==> config.mk <==
export PLATFORM = sky130hd
export DESIGN_NAME = dds_voice_mixer
export DESIGN_NICKNAME = d
export VERILOG_FILES = /design/src/rtl/dds_voice_mixer.sv
export SDC_FILE = /design/constraint.sdc
export NUM_CORES = 1
export LEC_CHECK = 0
export ABC_AREA = 1
export CORE_ASPECT_RATIO = 0.8
export CORE_MARGIN = 4
export CORE_UTILIZATION = 55
export CTS_CLUSTER_DIAMETER = 150
export CTS_CLUSTER_SIZE = 30
export DETAILED_ROUTE_END_ITERATION = 8
export PLACE_DENSITY = 0.82
export SLEW_MARGIN = 20
export SYNTH_ARGS = -nofsm -noshare
export SYNTH_HDL_FRONTEND = slang
export SYNTH_SLANG_ARGS = --single-unit
==> constraint.sdc <==
create_clock -name clk_in -period 3.3 [get_ports clk_in]
set_clock_uncertainty 0.2 [all_clocks]
set_input_delay 0.99 -clock clk_in [delete_from_list [all_inputs] [get_ports clk_in]]
set_output_delay 0.99 -clock clk_in [all_outputs]
set_load 0.02 [all_outputs]
==> src/rtl/dds_voice_mixer.sv <==
// Multi-channel DDS voice mixer: per-channel pulse/noise oscillators time-sliced
// over a frame counter, summed with saturation into one signed sample per frame.
module dds_voice_mixer #(
    parameter int NUM_CH       = 4,
    parameter int ACC_W        = 16,
    parameter int VOL_W        = 8,
    parameter int OUT_W        = 16,
    parameter int FRAME_CYCLES = 1024,
    localparam int CH_W        = $clog2(NUM_CH),
    localparam int ADDR_W      = CH_W + 2
) (
    input  logic              clk_in,
    input  logic              reset_in,
    input  logic [15:0]       data_in,
    input  logic [ADDR_W-1:0] addr_in,
    input  logic              data_valid_in,
    output logic [OUT_W-1:0]  data_out,
    output logic              data_valid_out
);

    localparam int FC_W = $clog2(FRAME_CYCLES);
    localparam logic [FC_W-1:0] FC_LAST = FC_W'(FRAME_CYCLES - 1);
    localparam logic [FC_W-1:0] FC_N    = FC_W'(NUM_CH);
    localparam logic [FC_W-1:0] FC_CLR  = FC_W'(2 * NUM_CH - 1);
    localparam logic [FC_W-1:0] FC_2N   = FC_W'(2 * NUM_CH);
    localparam logic [FC_W-1:0] FC_3N   = FC_W'(3 * NUM_CH);
    localparam logic [FC_W-1:0] FC_ONE  = FC_W'(1);
    localparam logic [3:0]      GS_MAX  = 4'(CH_W);
    localparam logic [OUT_W-1:0] MIX_MAX = {1'b0, {(OUT_W-1){1'b1}}};
    localparam logic [OUT_W-1:0] MIX_MIN = {1'b1, {(OUT_W-1){1'b0}}};

    logic [FC_W-1:0]  fc_q, fc_d;
    logic [ACC_W-1:0] acc_q [NUM_CH];
    logic [ACC_W-1:0] acc_d [NUM_CH];
    logic [ACC_W-1:0] incr_q [NUM_CH];
    logic [ACC_W-1:0] incr_d [NUM_CH];
    logic [VOL_W-1:0] vol_q [NUM_CH];
    logic [VOL_W-1:0] vol_d [NUM_CH];
    logic [3:0]       ctrl_q [NUM_CH];
    logic [3:0]       ctrl_d [NUM_CH];
    logic [14:0]      lfsr_q [NUM_CH];
    logic [14:0]      lfsr_d [NUM_CH];
    logic [NUM_CH-1:0] wbit_q, wbit_d;
    logic [3:0]       gain_q, gain_d;
    logic [OUT_W-1:0] mix_q, mix_d;
    logic [OUT_W-1:0] data_out_q, data_out_d;
    logic             data_valid_out_q, data_valid_out_d;

    logic [1:0]       wr_bank;
    logic [CH_W-1:0]  wr_ch;
    logic [CH_W-1:0]  sel_ch;
    logic [ACC_W:0]   acc_sum;
    logic [OUT_W-1:0] sample;
    logic [OUT_W-1:0] contrib;

    // Register writes: data_valid_in is a plain strobe, accepted on every clock
    // edge it is high; there is no ready/backpressure path.
    assign wr_bank = addr_in[ADDR_W-1:CH_W];
    assign wr_ch   = addr_in[CH_W-1:0];
    // Every slot region starts on a multiple of NUM_CH, so the low fc bits name the channel.
    assign sel_ch  = fc_q[CH_W-1:0];

    function automatic logic [OUT_W-1:0] amp_of(input logic [VOL_W-1:0] v);
        logic [OUT_W-1:0] a;
        a = '0;
        for (int i = 0; i < OUT_W - 1; i++) begin
            a[OUT_W-2-i] = v[VOL_W-1-(i % VOL_W)];
        end
        return a;
    endfunction

    function automatic logic wave_bit(input logic [2:0] wave, input logic [2:0] top3,
                                      input logic noise);
        case (wave)
            3'd1:    return top3 == 3'd7;
            3'd2:    return top3 >= 3'd6;
            3'd3:    return top3 >= 3'd5;
            3'd4:    return noise;
            default: return top3[2];
        endcase
    endfunction

    function automatic logic [OUT_W-1:0] sat_add(input logic [OUT_W-1:0] a,
                                                 input logic [OUT_W-1:0] b);
        logic [OUT_W:0] s;
        s = {a[OUT_W-1], a} + {b[OUT_W-1], b};
        if (s[OUT_W] != s[OUT_W-1]) begin
            return s[OUT_W] ? MIX_MIN : MIX_MAX;
        end
        return s[OUT_W-1:0];
    endfunction

    always_comb begin
        fc_d             = (fc_q == FC_LAST) ? '0 : fc_q + FC_ONE;
        acc_d            = acc_q;
        incr_d           = incr_q;
        vol_d            = vol_q;
        ctrl_d           = ctrl_q;
        lfsr_d           = lfsr_q;
        wbit_d           = wbit_q;
        gain_d           = gain_q;
        mix_d            = mix_q;
        data_out_d       = data_out_q;
        data_valid_out_d = 1'b0;

        acc_sum = {1'b0, acc_q[sel_ch]} + {1'b0, incr_q[sel_ch]};
        sample  = wbit_q[sel_ch] ? amp_of(vol_q[sel_ch]) : ~amp_of(vol_q[sel_ch]);
        contrib = ctrl_q[sel_ch][3] ? OUT_W'($signed(sample) >>> gain_q) : '0;

        if (fc_q < FC_N) begin
            acc_d[sel_ch] = acc_sum[ACC_W-1:0];
            if (acc_sum[ACC_W]) begin
                lfsr_d[sel_ch] = {lfsr_q[sel_ch][13:0], lfsr_q[sel_ch][14] ^ lfsr_q[sel_ch][13]};
            end
        end
        if (fc_q >= FC_N && fc_q < FC_2N) begin
            wbit_d[sel_ch] = wave_bit(ctrl_q[sel_ch][2:0], acc_q[sel_ch][ACC_W-1 -: 3],
                                      lfsr_q[sel_ch][0]);
        end
        if (fc_q == FC_CLR) begin
            mix_d = '0;
        end
        if (fc_q >= FC_2N && fc_q < FC_3N) begin
            mix_d = sat_add(mix_q, contrib);
        end
        if (fc_q == FC_3N) begin
            data_out_d       = mix_q;
            data_valid_out_d = 1'b1;
        end

        // Writes come last so a phase-reset strobe wins over this slot's accumulate.
        if (data_valid_in) begin
            case (wr_bank)
                2'd0: incr_d[wr_ch] = data_in[ACC_W-1:0];
                2'd1: vol_d[wr_ch]  = data_in[VOL_W-1:0];
                2'd2: begin
                    ctrl_d[wr_ch] = data_in[3:0];
                    if (data_in[4]) begin
                        acc_d[wr_ch]  = '0;
                        lfsr_d[wr_ch] = 15'h7FFF;
                    end
                end
                default: begin
                    if (wr_ch == '0) begin
                        gain_d = (data_in[3:0] > GS_MAX) ? GS_MAX : data_in[3:0];
                    end
                end
            endcase
        end
    end

    always_ff @(posedge clk_in or negedge reset_in) begin
        if (!reset_in) begin
            fc_q <= '0;
            for (int i = 0; i < NUM_CH; i++) begin
                acc_q[i]  <= '0;
                incr_q[i] <= '0;
                vol_q[i]  <= '0;
                ctrl_q[i] <= '0;
                lfsr_q[i] <= 15'h7FFF;
            end
            wbit_q           <= '0;
            gain_q           <= GS_MAX;
            mix_q            <= '0;
            data_out_q       <= '0;
            data_valid_out_q <= 1'b0;
        end else begin
            fc_q             <= fc_d;
            acc_q            <= acc_d;
            incr_q           <= incr_d;
            vol_q            <= vol_d;
            ctrl_q           <= ctrl_d;
            lfsr_q           <= lfsr_d;
            wbit_q           <= wbit_d;
            gain_q           <= gain_d;
            mix_q            <= mix_d;
            data_out_q       <= data_out_d;
            data_valid_out_q <= data_valid_out_d;
        end
    end

    assign data_out       = data_out_q;
    assign data_valid_out = data_valid_out_q;

endmodule
* Word level (Yosys, flattened, before mapping)
Index checks and enable logic that the tools add are counted.
Word-level totals: logic and storage cells 136, register bits after elaboration 287, bits of input ports 23, output and inout bits 17
Cells by class: $add $sub $neg 3, eq/ne operators 11, shift-type cells 1, order comparisons 14, multiplexer cells 60, reductions and logical operators 13, bitwise operators 8
Operator list (number):
- $mux 60 | 5
- $mux 64 | 4
- $mux 16 | 13
- $bwmux 64 | 2
- $and 64x64->64 | 1
- $bmux 16 s2 | 2
- $demux 16 s2 | 2
- $not 64->64 | 1
- $bwmux 60 | 1
- $demux 15 s2 | 2
- $mux 15 | 4
- $or 60x60->60 | 1
- $add 16x16->17 | 2
- $bwmux 32 | 1
- $bmux 15 s2 | 1
- $mux 8 | 3
- $lt 10x4->1 const B | 2
- $bmux 8 s2 | 1
- $bwmux 16 | 1
- $demux 8 s2 | 1
- $mux 4 | 4
- $not 15->16 | 1
- $sshr 16x4->16 | 1
- $ge 3x3->1 const B | 4
- 34 further kinds | 50

* Logic depth before layout (Yosys ltp)
word-level depth 14, mapped depth 30, depth with buffers taken out 27

* Worst setup path before layout
Ideal clock, no wire load.
path kind register to register, start reg fc_q[0], end reg mix_q[10], cell stages (with the launch flop) 30, path buffers 3, required time 2.984 ns, data arrival time 3.124 ns, period minus slack after synthesis 3.441 ns, path slack -0.141 ns, cell sequence dfrtp_1 buf_4 inv_4 nand2_1 nand3_1 nand2_1 buf_4 nand2_1 nand3_1 nand2_1 nand2_1 nand2_1 nand2_1 nand3_1 o21ai_1 ha_1 fa_1 nand3_1 nand2_1 nand2_1 nand2_1 nand2_1 nand2_1 nand2_1 nand2_2 nand2_2 buf_2 nand3_1 nand2_1 nand2_1
Between the ends: cells in the longest elaborated chain, start to end 14
RTL lines:
- start, declared | RTL line 32 | logic [FC_W-1:0] fc_q, fc_d;
- start signal, assigned | RTL line 154 | fc_q <= '0;
- start signal, assigned | RTL line 168 | fc_q <= fc_d;
- $not 2->3 (implied by the code) | RTL line 107, 108
- $bmux 8 s2 | RTL line 107 | sample = wbit_q[sel_ch] ? amp_of(vol_q[sel_ch]) : ~amp_of(vol_q[sel_ch]);
- $mux 8 (implied by the code) (2 in series) | RTL line 107
- $not 15->16 | RTL line 107
- $mux 16 | RTL line 107
- $sshr 16x4->16 | RTL line 108 | contrib = ctrl_q[sel_ch][3] ? OUT_W'($signed(sample) >>> gain_q) : '0;
- $mux 16 | RTL line 108
- $add 16x16->17 | RTL line 86 | s = {a[OUT_W-1], a} + {b[OUT_W-1], b};
- $ne 1x1->1 | RTL line 87 | if (s[OUT_W] != s[OUT_W-1]) begin
- $mux 1 | RTL line 87
- $mux 1 | RTL line 123 | if (fc_q >= FC_2N && fc_q < FC_3N) begin
- $mux 16 | RTL line 90 | return s[OUT_W-1:0];
- $mux 16 | RTL line 123
- end signal, assigned | RTL line 176 | mix_q <= mix_d;
- end, declared | RTL line 45 | logic [OUT_W-1:0] mix_q, mix_d;
Several ways; a longest one is shown, not always the timed one. The select of a mux whose other input is x is not followed. A chain may end at the register's enable or synchronous reset.

* Worst setup path after layout
start reg fc_q[0], end reg mix_q[5]
Same word-level chain as after synthesis.

==> out/summary.txt <==
Worst Path Buf+Inv: 8
Row Count: 56
Register area share after synthesis: 0.441
Slowest cell on the critical path: dfrtp_4
RSZ-0062 raised after global routing: yes
Tmin final: 3.85 ns
Syn Inst Count: 2,265
First-pass GRT wire length: 73.0 mm
Worst reg2reg path depth: 24
CORE AREA: 0.0294 sq mm
Vias per cell: 6.19
# DRC: 0
Measured slew at the worst slew-check pin: 1.05 ns
Number of inserted diodes: 0
Fraction of registers with async set/reset: 1.00
# setup viols final: 113
DP Area: 0.0179 sq mm
Worst hold margin: 0.266 ns
Net Sw Frac: 0.393
Crit path max fanout: 8
Setup crit start kind: flip-flop
CTS tree: yes
Final period util: 1.17
DR vias: 17,300
Cts hold-fix bufs: 0
WL per Instance: 19.6 um
Avg Inst Size Synth: 7.26 sq um
Share of layout cells above drive strength 1: 0.295
Psw: 4.57 mW
MaxCap Viol Count: 0
Cell Int Power: 7.05 mW
Clock transition at path regs: 0.13 ns
Hold WC Path Type: in2async
Area growth from synthesis to layout: 30.6%
Critical path's largest stage delay: 0.62 ns
Seq cells post-synth: 287
Sequential share of power: 0.386
First-pass DRT Iterations: 6
Total track usage: 0.263
Failing checks: setup timing
Worst Path Required: 3.51 ns
Commonest non-fill, non-tap cell in the layout: nand2_1
Initial drt markers: 2,305
Initial Util: 0.560
Final wirelength: 54.9 mm
Crit path top cell by count: nand2_1
Vias in the first global route: 14,800
Syn Nets: 2,326
Fin. max-slew vios: 0
R2R Path Start: fc_q[0]
CP cell instances: clkinv_8 > clkbuf_16 > buf_8 > nor2_1 > o22ai_1 > inv_1 > nor2_2 > nor2_2 > buf_6 > buf_12 > a21oi_4 > ha_4 > nand2_1 > nand2_1 > nand2_1 > nand2_1 > a21oi_4 > buf_4 > nand3_2 > nand2_4 > a21oi_4 > clkbuf_16 > nand2_2 > nand2_1
Synth unique cells: 44
Final Instance Area: 0.0215 sq mm
Overflow after GRT: 0
Kind of critical path: reg2reg
Outcome: finished, violations left
Logic pwr share: 0.446
Worst path arrival time: 4.05 ns
Placed Cells: 2,704
Num CTS Buffers: 13
Post-Layout Cell Count: 2,795
Pwr dens: 541 mW/mm^2
Largest net degree at the start of global routing: 74
Die Width: 201 um
Leakage: 10.5 nW
Maximum vdd drop: 0.666 mV
Clock Sinks: 287
Final core occ: 0.732
Final antenna-violating net count: 0
Buffers on Ports: 39
Die Ht: 163 um
Top Family by Delay on Critical Path: buffers and inverters
Slew headroom: 0.299
Yosys warning count: 0
Final nets: 2,472
CTS Buffer Depth: 3
Root buf cell: clkbuf_16
Reg2reg end: mix_q[5]
Syn Std Cell Area: 0.0164 sq mm
Setup crit end kind: flip-flop
Dpl hpwl: 29.7 mm
Setup slack, reg-to-reg: -0.55 ns
Initial antenna violation count: 0
Final Hold Fails: 0
EDFF count, synth: 0
Die area: 0.0327 sq mm
Fmax: 260 MHz
Setup Slack @ Placement: -0.495 ns
Io pins: 40
Placer Congestion: 0.929
Post-route worst setup slack: -0.547 ns
Worst setup path startpoint: fc_q[0]
Clk pwr share: 0.167
Commonest non-fill, non-tap cells in the layout: nand2_1 (503), dfrtp_1 (224), o21ai_0 (223)
Clk_lat worst skew: 0.53 ns
H-tree lvl count: 1
Ys flop type: dfrtp_1
-- routing by layer --
| metal | GRT usage | part of all wire | wire (um) | vias to the layer above |
|---|---|---|---|---|
| met2 | 0.418 | 0.48 | 26300 | 1116 |
| met4 | 0.0612 | 0.036 | 1960 | 0 |
| li1 | - | - | - | 7732 |
| met1 | 0.388 | 0.39 | 21100 | 8254 |
| met5 | 0 | 0 | 0 | - |
| met3 | 0.0372 | 0.099 | 5450 | 196 |
-- sequential cells by signal (all words and copies together) (netlist names), 4 cells and up --
signal and count:
data_out 16, incr_q 64, fc_q 10, ctrl_q 16, wbit_q 4, lfsr_q 60, vol_q 32, gain_q 4
acc_q 64, mix_q 16
-- how the worst max path moves through the flow --
stage	cells past startpoint	slack (ns)	end
after floorplan	21	0.01	lfsr_q[20]
after global placement	26	-0.41	mix_q[3]
after detailed placement	26	-0.49	mix_q[0]
after CTS	25	-0.29	mix_q[0]
after global routing	25	-0.70	mix_q[5]
final	24	-0.55	mix_q[5]
-- cell families (layout without fill, tap and decap cells) --
group,Yosys count,count (layout),share of synthesized area
compound gates,429,429,0.142
xor+xnor,22,22,0.0117
fa+ha+maj,38,38,0.0298
buf+inv,301,449,0.0762
flops,287,287,0.441
simple gates,1188,1193,0.299
-- synth_stat cells (4+ instances only) --
| library cell | instances | share of area |
|---|---|---|
| clkinv_1 | 4 | 0.00091 |
| buf_1 | 4 | 0.00091 |
| o22ai_1 | 29 | 0.011 |
| o21ai_1 | 9 | 0.0027 |
| nand2_2 | 5 | 0.0019 |
| dfrtp_1 | 226 | 0.34 |
| a32o_1 | 12 | 0.0073 |
| clkbuf_1 | 59 | 0.013 |
| dfstp_2 | 61 | 0.097 |
| nor3_1 | 9 | 0.0027 |
| nor2_1 | 213 | 0.049 |
| o21bai_1 | 8 | 0.0037 |
| xor2_1 | 5 | 0.0027 |
| o211ai_1 | 10 | 0.0046 |
| buf_2 | 41 | 0.012 |
| o21ai_0 | 250 | 0.076 |
| inv_2 | 13 | 0.0030 |
| xnor2_1 | 17 | 0.0091 |
| a21oi_1 | 100 | 0.030 |
| nor2_2 | 4 | 0.0015 |
| nand4_1 | 9 | 0.0034 |
| nand2_1 | 667 | 0.15 |
| ha_1 | 36 | 0.027 |
| buf_4 | 14 | 0.0064 |
| inv_1 | 162 | 0.037 |
| nand3_1 | 269 | 0.082 |
-- final cells by class --
type / count / area [sq um]
multi-input cells: 1682 / 10000
fillers: 1932 / 7880
flip-flops and latches: 287 / 7260
repair buffers: 245 / 2650
inverters: 181 / 694
well taps: 377 / 472
clock buffers: 20 / 352
clock inverters: 2 / 25.0
repair inverters: 1 / 8.76
-- power by group through the flow --
| stage | registers (mW) | logic [mW] | clock network (mW) |
|---|---|---|---|
| floorplan | 4.47 | 2.31 | 0 |
| global placement | 4.45 | 3.74 | 0 |
| detailed placement | 4.48 | 3.83 | 0 |
| CTS | 4.41 | 3.95 | 1.95 |
| global route | 4.54 | 5.54 | 2.07 |
| finish | 4.49 | 5.19 | 1.95 |
-- per-stage QoR --
step / total power [mW] / setup TNS (ns)
floorplan: 6.78 / 0
global placement: 8.19 / -20.37
detailed placement: 8.31 / -32.93
CTS: 10.3 / -14.83
global route: 12.1 / -46.26
finish: 11.6 / -34.92
-- what timing repair did --
action / 4_1_cts / 5_1_grt
gates resized for setup: 25 / 537
endpoints found under the setup margin: 124 / 142
pin swaps: 4 / 129
buffers inserted: 4 / 43
cloned: 2 / 27
Note: power is estimated with default switching activity, not from simulation.
